$ cat src/rtl/vr_stream_source_if.sv
// Stream-source handshake bundle: burst request in, valid/ready data stream out.
// With VR_SRC_STALL_CNT_EN defined the bundle also carries the 16-bit stall_cnt.
interface vr_stream_source_if #(
  parameter int unsigned DATA_W = 8,
  parameter int unsigned LEN_W  = 8
);
  logic              start;
  logic [LEN_W-1:0]  len;
  logic [DATA_W-1:0] seed;
  logic              valid_out;
  logic [DATA_W-1:0] data_out;
  logic              ready_out;
  logic              last_out;
  logic              busy;
  logic              done;
`ifdef VR_SRC_STALL_CNT_EN
  logic [15:0]       stall_cnt;
`endif

  modport master (
    input  start, len, seed, ready_out,
`ifdef VR_SRC_STALL_CNT_EN
    output stall_cnt,
`endif
    output valid_out, data_out, last_out, busy, done
  );

  modport slave (
    output start, len, seed, ready_out,
`ifdef VR_SRC_STALL_CNT_EN
    input  stall_cnt,
`endif
    input  valid_out, data_out, last_out, busy, done
  );
endinterface

$ cat src/rtl/vr_stream_source.sv
// Burst stream source: emits len incrementing words starting at seed under valid/ready.
// Optional VR_SRC_STALL_CNT_EN adds a saturating count of backpressured cycles.
module vr_stream_source #(
  parameter int unsigned DATA_W = 8,
  parameter int unsigned LEN_W  = 8
) (
  input logic                clk,
  input logic                rst,
  vr_stream_source_if.master bus_io
);

  typedef enum logic [1:0] {StIdle, StSend, StDone} state_e;

  state_e            state_q;
  logic              valid_q;
  logic [DATA_W-1:0] data_q;
  logic              last_q;
  logic              busy_q;
  logic              done_q;
  logic [LEN_W-1:0]  remain_q;  // beats left, including the one on data_q

  always_ff @(posedge clk) begin
    if (rst) begin
      state_q  <= StIdle;
      valid_q  <= 1'b0;
      data_q   <= '0;
      last_q   <= 1'b0;
      busy_q   <= 1'b0;
      done_q   <= 1'b0;
      remain_q <= '0;
    end else begin
      case (state_q)
        StIdle: begin
          done_q <= 1'b0;
          if (bus_io.start) begin
            busy_q <= 1'b1;
            if (bus_io.len != '0) begin
              state_q  <= StSend;
              valid_q  <= 1'b1;
              data_q   <= bus_io.seed;
              remain_q <= bus_io.len;
              last_q   <= (bus_io.len == LEN_W'(1));
            end else begin
              state_q <= StDone;
              done_q  <= 1'b1;
            end
          end
        end
        StSend: begin
          if (bus_io.ready_out) begin
            data_q   <= data_q + DATA_W'(1);
            remain_q <= remain_q - LEN_W'(1);
            if (remain_q == LEN_W'(1)) begin
              state_q <= StDone;
              valid_q <= 1'b0;
              last_q  <= 1'b0;
              done_q  <= 1'b1;
            end else begin
              last_q <= (remain_q == LEN_W'(2));
            end
          end
        end
        StDone: begin
          state_q <= StIdle;
          done_q  <= 1'b0;
          busy_q  <= 1'b0;
        end
        default: begin
          state_q <= StIdle;
          valid_q <= 1'b0;
          last_q  <= 1'b0;
          busy_q  <= 1'b0;
          done_q  <= 1'b0;
        end
      endcase
    end
  end

  assign bus_io.valid_out = valid_q;
  assign bus_io.data_out  = data_q;
  assign bus_io.last_out  = last_q;
  assign bus_io.busy      = busy_q;
  assign bus_io.done      = done_q;

`ifdef VR_SRC_STALL_CNT_EN
  logic [15:0] stall_q, stall_d;

  always_comb begin
    stall_d = stall_q;
    if (state_q == StIdle && bus_io.start) begin
      stall_d = '0;
    end else if (valid_q && !bus_io.ready_out && stall_q != 16'hFFFF) begin
      stall_d = stall_q + 16'd1;
    end
  end

  always_ff @(posedge clk) begin
    if (rst) begin
      stall_q <= '0;
    end else begin
      stall_q <= stall_d;
    end
  end

  assign bus_io.stall_cnt = stall_q;
`endif

endmodule

$ cat src/flat_wrapper.sv
// flat-port wrapper written by rule: the top's interface ports become plain ports
module vr_stream_source_flat 
#(
  parameter int unsigned DATA_W = 8,
  parameter int unsigned LEN_W  = 8
)
  (clk, rst, bus_io_start, bus_io_len, bus_io_seed, bus_io_ready_out, bus_io_valid_out, bus_io_data_out, bus_io_last_out, bus_io_busy, bus_io_done);
  vr_stream_source_if #(.DATA_W(DATA_W), .LEN_W(LEN_W)) bus_io_i ();
  input logic clk;
  input logic rst;
  input wire logic [$bits(bus_io_i.start)-1:0] bus_io_start;
  input wire logic [$bits(bus_io_i.len)-1:0] bus_io_len;
  input wire logic [$bits(bus_io_i.seed)-1:0] bus_io_seed;
  input wire logic [$bits(bus_io_i.ready_out)-1:0] bus_io_ready_out;
  output wire logic [$bits(bus_io_i.valid_out)-1:0] bus_io_valid_out;
  output wire logic [$bits(bus_io_i.data_out)-1:0] bus_io_data_out;
  output wire logic [$bits(bus_io_i.last_out)-1:0] bus_io_last_out;
  output wire logic [$bits(bus_io_i.busy)-1:0] bus_io_busy;
  output wire logic [$bits(bus_io_i.done)-1:0] bus_io_done;
  assign bus_io_i.start = bus_io_start;
  assign bus_io_i.len = bus_io_len;
  assign bus_io_i.seed = bus_io_seed;
  assign bus_io_i.ready_out = bus_io_ready_out;
  assign bus_io_valid_out = bus_io_i.valid_out;
  assign bus_io_data_out = bus_io_i.data_out;
  assign bus_io_last_out = bus_io_i.last_out;
  assign bus_io_busy = bus_io_i.busy;
  assign bus_io_done = bus_io_i.done;
  vr_stream_source #(.DATA_W(DATA_W), .LEN_W(LEN_W)) u_core (.clk(clk), .rst(rst), .bus_io(bus_io_i));
endmodule
$ cat config.mk
export PLATFORM = sky130hd
export DESIGN_NAME = vr_stream_source_flat
export DESIGN_NICKNAME = d
export VERILOG_FILES = /design/src/rtl/vr_stream_source_if.sv /design/src/rtl/vr_stream_source.sv /design/src/flat_wrapper.sv
export SDC_FILE = /design/constraint.sdc
export NUM_CORES = 1
export LEC_CHECK = 0
export CORE_UTILIZATION = 45
export CTS_CLUSTER_DIAMETER = 100
export DETAILED_ROUTE_END_ITERATION = 8
export PLACE_DENSITY = 0.77
export SYNTH_ARGS = -nofsm -noshare
export SYNTH_HDL_FRONTEND = slang
export SYNTH_SLANG_ARGS = --single-unit
export TNS_END_PERCENT = 100
$ cat constraint.sdc
create_clock -name clk -period 2.7 [get_ports clk]
set_clock_uncertainty 0.05 [all_clocks]
set_input_delay 0.405 -clock clk [delete_from_list [all_inputs] [get_ports clk]]
set_output_delay 0.405 -clock clk [all_outputs]
set_load 0.01 [all_outputs]
==> flow_summary.json <==
{
  "tns_ns": 0,
  "slew_viol_final": 0,
  "synth_edf_count": 0,
  "drtIter0Drc": 116,
  "dieArea_sq_um": 3238,
  "insertion_delay_ns": 0.33,
  "status": "complete, but fails checks",
  "synthDistinctLibCells": 55,
  "gp_congestion": 0.9212,
  "ios": 32,
  "fin_nets": 214,
  "cts_max_level": 1,
  "drive_above_1_share_pct": 9.524,
  "worstPathArrival_ns": 2.30,
  "power_leakage_uw": 0.0006389,
  "timing.final.hold_violations": 0,
  "grt_pass1_wl_mm": 6.665,
  "track_usage_pct": 26.70,
  "via_per_inst": 6.750,
  "worst_slew_pin_slew_ns": 0.6952,
  "dpl_cell_area_sq_um": 1698,
  "async_flop_share_pct": 0,
  "ir_drop_mv": 0.4421,
  "required_ns": 2.82,
  "grt_max_degree": 16,
  "nFillCells": 264,
  "hold_ws_ns": 0.4558,
  "synth_top_area_share_pct": 32.47,
  "violations": "design-rule violations",
  "clkTransAtPathRegs_ns": 0.11,
  "syn_inst": 160,
  "max_stage_delay_ns": 0.61,
  "syn_area_per_cell_sq_um": 8.477,
  "critPathTopFamily": "simple AND/OR/NAND/NOR gates",
  "fin_crit_sh_pct": 80.58,
  "crit_cells": 5,
  "slew-limit-headroom_pct": 53.30,
  "yosys_warnings": 0,
  "worst_setup_path_end_kind": "flop",
  "fp-row-count": 19,
  "drc": 5,
  "synth_area_leaders": "dfxtp_1, a21oi_1, ha_1, o211a_1, a31oi_1",
  "post-cts-setup-buffers": 0,
  "yosys-top-cells-count": "dfxtp_1, a21oi_1, nor2_1",
  "rsz0062_at_grt": "false",
  "max_clock_freq_mhz": 459.6,
  "ant_nets": 0,
  "core_area_sq_um": 2805,
  "hpwl_mm": 2.990,
  "initial_core_util_pct": 48.35,
  "whs_path_depth": 2,
  "worstHoldStart": "u_core.bus_io.last_out",
  "r2r-end": "u_core.remain_q[7]",
  "cts_resized": 0,
  "clkSinkCount": 22,
  "critPathMaxFanout": 9,
  "io_buffer_count": 31,
  "worst-path-buf-inv": 1,
  "synth_most_common_cell": "dfxtp_1",
  "reg2reg_from": "u_core.state_q[0]",
  "grt-ovfl-total": 0,
  "route.vias.total": 1485,
  "postCtsHoldBufs": 0,
  "ys_seq_area_share_pct": 32.47,
  "hp-class": "reg2reg",
  "detail_route.wl_per_cell_um": 18.80,
  "worstPathCellList": "clkdlybuf4s50_1 -> or4_1 -> or3_1 -> a31oi_1 -> a311oi_2",
  "placedCellCount": 216,
  "maxCapViolations": 0,
  "die_w_um": 56.90,
  "syn_to_final_growth_pct": 29.06,
  "start_kind": "input pin",
  "clockBufferDepth": 2,
  "finalNonFillerCells": 220,
  "tritoncts": "built",
  "hold-path-endpoint": "u_core.bus_io.last_out",
  "crit_type": "in2reg",
  "first_global_vias": 1419,
  "post-route-min-period_ns": 2.176,
  "powerDensity_nw_per_um2": 546.4,
  "antenna_found_initial": 0,
  "final_area_sq_um": 1750,
  "synthesis.area_sq_um": 1356,
  "setup_violations": 0,
  "cts_buffers": 3,
  "dr.pass1.iters": 6,
  "die_y_um": 56.90,
  "rrSetupSlack_ns": 0.75,
  "synth_top_area_cell": "dfxtp_1",
  "r2r_cells": 4,
  "wl_mm": 4.136,
  "cts-root-buf": "clkbuf_4",
  "synth_nets": 184,
  "slowest_stage": "or4_1",
  "diodes": 0,
  "synth_flop_cell": "dfxtp_1",
  "ys_ff_latch": 22
}
worst max-delay path by stage:
stage | from | endpoint | slack (ns)
final | bus_io_len[5] | u_core.bus_io.data_out[0] | 0.52
after global routing | bus_io_len[4] | u_core.bus_io.data_out[0] | 0.48
after CTS | bus_io_len[4] | u_core.bus_io.data_out[0] | 0.54
after detailed placement | bus_io_len[4] | u_core.bus_io.data_out[0] | 0.21
after global placement | bus_io_len[4] | u_core.bus_io.data_out[0] | 0.26
after floorplan | bus_io_len[5] | u_core.bus_io.data_out[0] | 0.78
registers in the layout, summed over array words and instances (netlist names):
| name | count |
|---|---|
| u_core.bus_io.busy | 1 |
| u_core.bus_io.valid_out | 1 |
| u_core.bus_io.data_out | 8 |
| u_core.state_q | 2 |
| u_core.bus_io.done | 1 |
| u_core.bus_io.last_out | 1 |
| u_core.remain_q | 8 |
kinds of logic after synthesis:
group | after synthesis | synth area share [%]
AO/OA/AOI/OAI | 60 | 32.47
buffers and inverters | 16 | 4.705
flip-flops | 22 | 32.47
multiplexers | 2 | 1.476
adder cells (fa/ha/maj) | 4 | 3.690
AND/OR/NAND/NOR | 56 | 25.19
through the flow:
stage	power (uW)	setup WS [ns]	util [%]
after CTS	947.3	0.5391	62.40
after global placement	686.7	0.2557	60.53
final	956.4	0.5243	62.40
after detailed placement	695.2	0.2053	60.53
after global routing	997.1	0.4758	62.40
after floorplan	571.8	0.7842	-
cells in the final DEF, fill, tap and decap left out, types with 4 or more instances in the layout:
cell,instances
nor3_1,4
o21ai_0,7
ha_1,4
a31oi_1,6
inv_1,5
o211a_1,4
a21oi_1,14
buf_4,5
nor2_1,9
clkdlybuf4s50_1,31
dfxtp_1,22
nand3_1,6
nand2_1,8
area by class of cell:
| type | instances | area (sq um) | area share (%) |
|---|---|---|---|
| clock buffers | 3 | 22.52 | 1.287 |
| inverters | 5 | 18.77 | 1.072 |
| multi-input cells | 122 | 852.1 | 48.68 |
| repair buffers | 36 | 347.8 | 19.87 |
| well taps | 31 | 38.79 | 2.216 |
| flip-flops and latches | 22 | 440.4 | 25.16 |
| clock inverters | 1 | 30.03 | 1.716 |
metal layers:
metal  track usage (%)  wire length (um)  share of wire, %  up-vias
met5                 0                 0                 0        -
met4             7.317                17              0.41        0
met3             8.756               430                10        2
met2             43.70              1950                47       84
met1             33.66              1738                42      705
li1                  -                 -                 -      694
worst min-delay path: cells and delay by family (launching register included):
family	cells	cell delay (ns)
AOI/OAI and AO/OA	1	0.07
and+or+nand+nor	1	0.06
DFF	1	0.34
where the power goes:
| part | total [uW] | internal (uW) | leakage, uW | switching (uW) |
|---|---|---|---|---|
| clock | 259 | 150 | 0.0000279 | 109 |
| sequential | 407 | 359 | 0.000182 | 47.6 |
| combinational | 291 | 138 | 0.000429 | 152 |
Note: power is estimated with default switching activity, not from simulation.
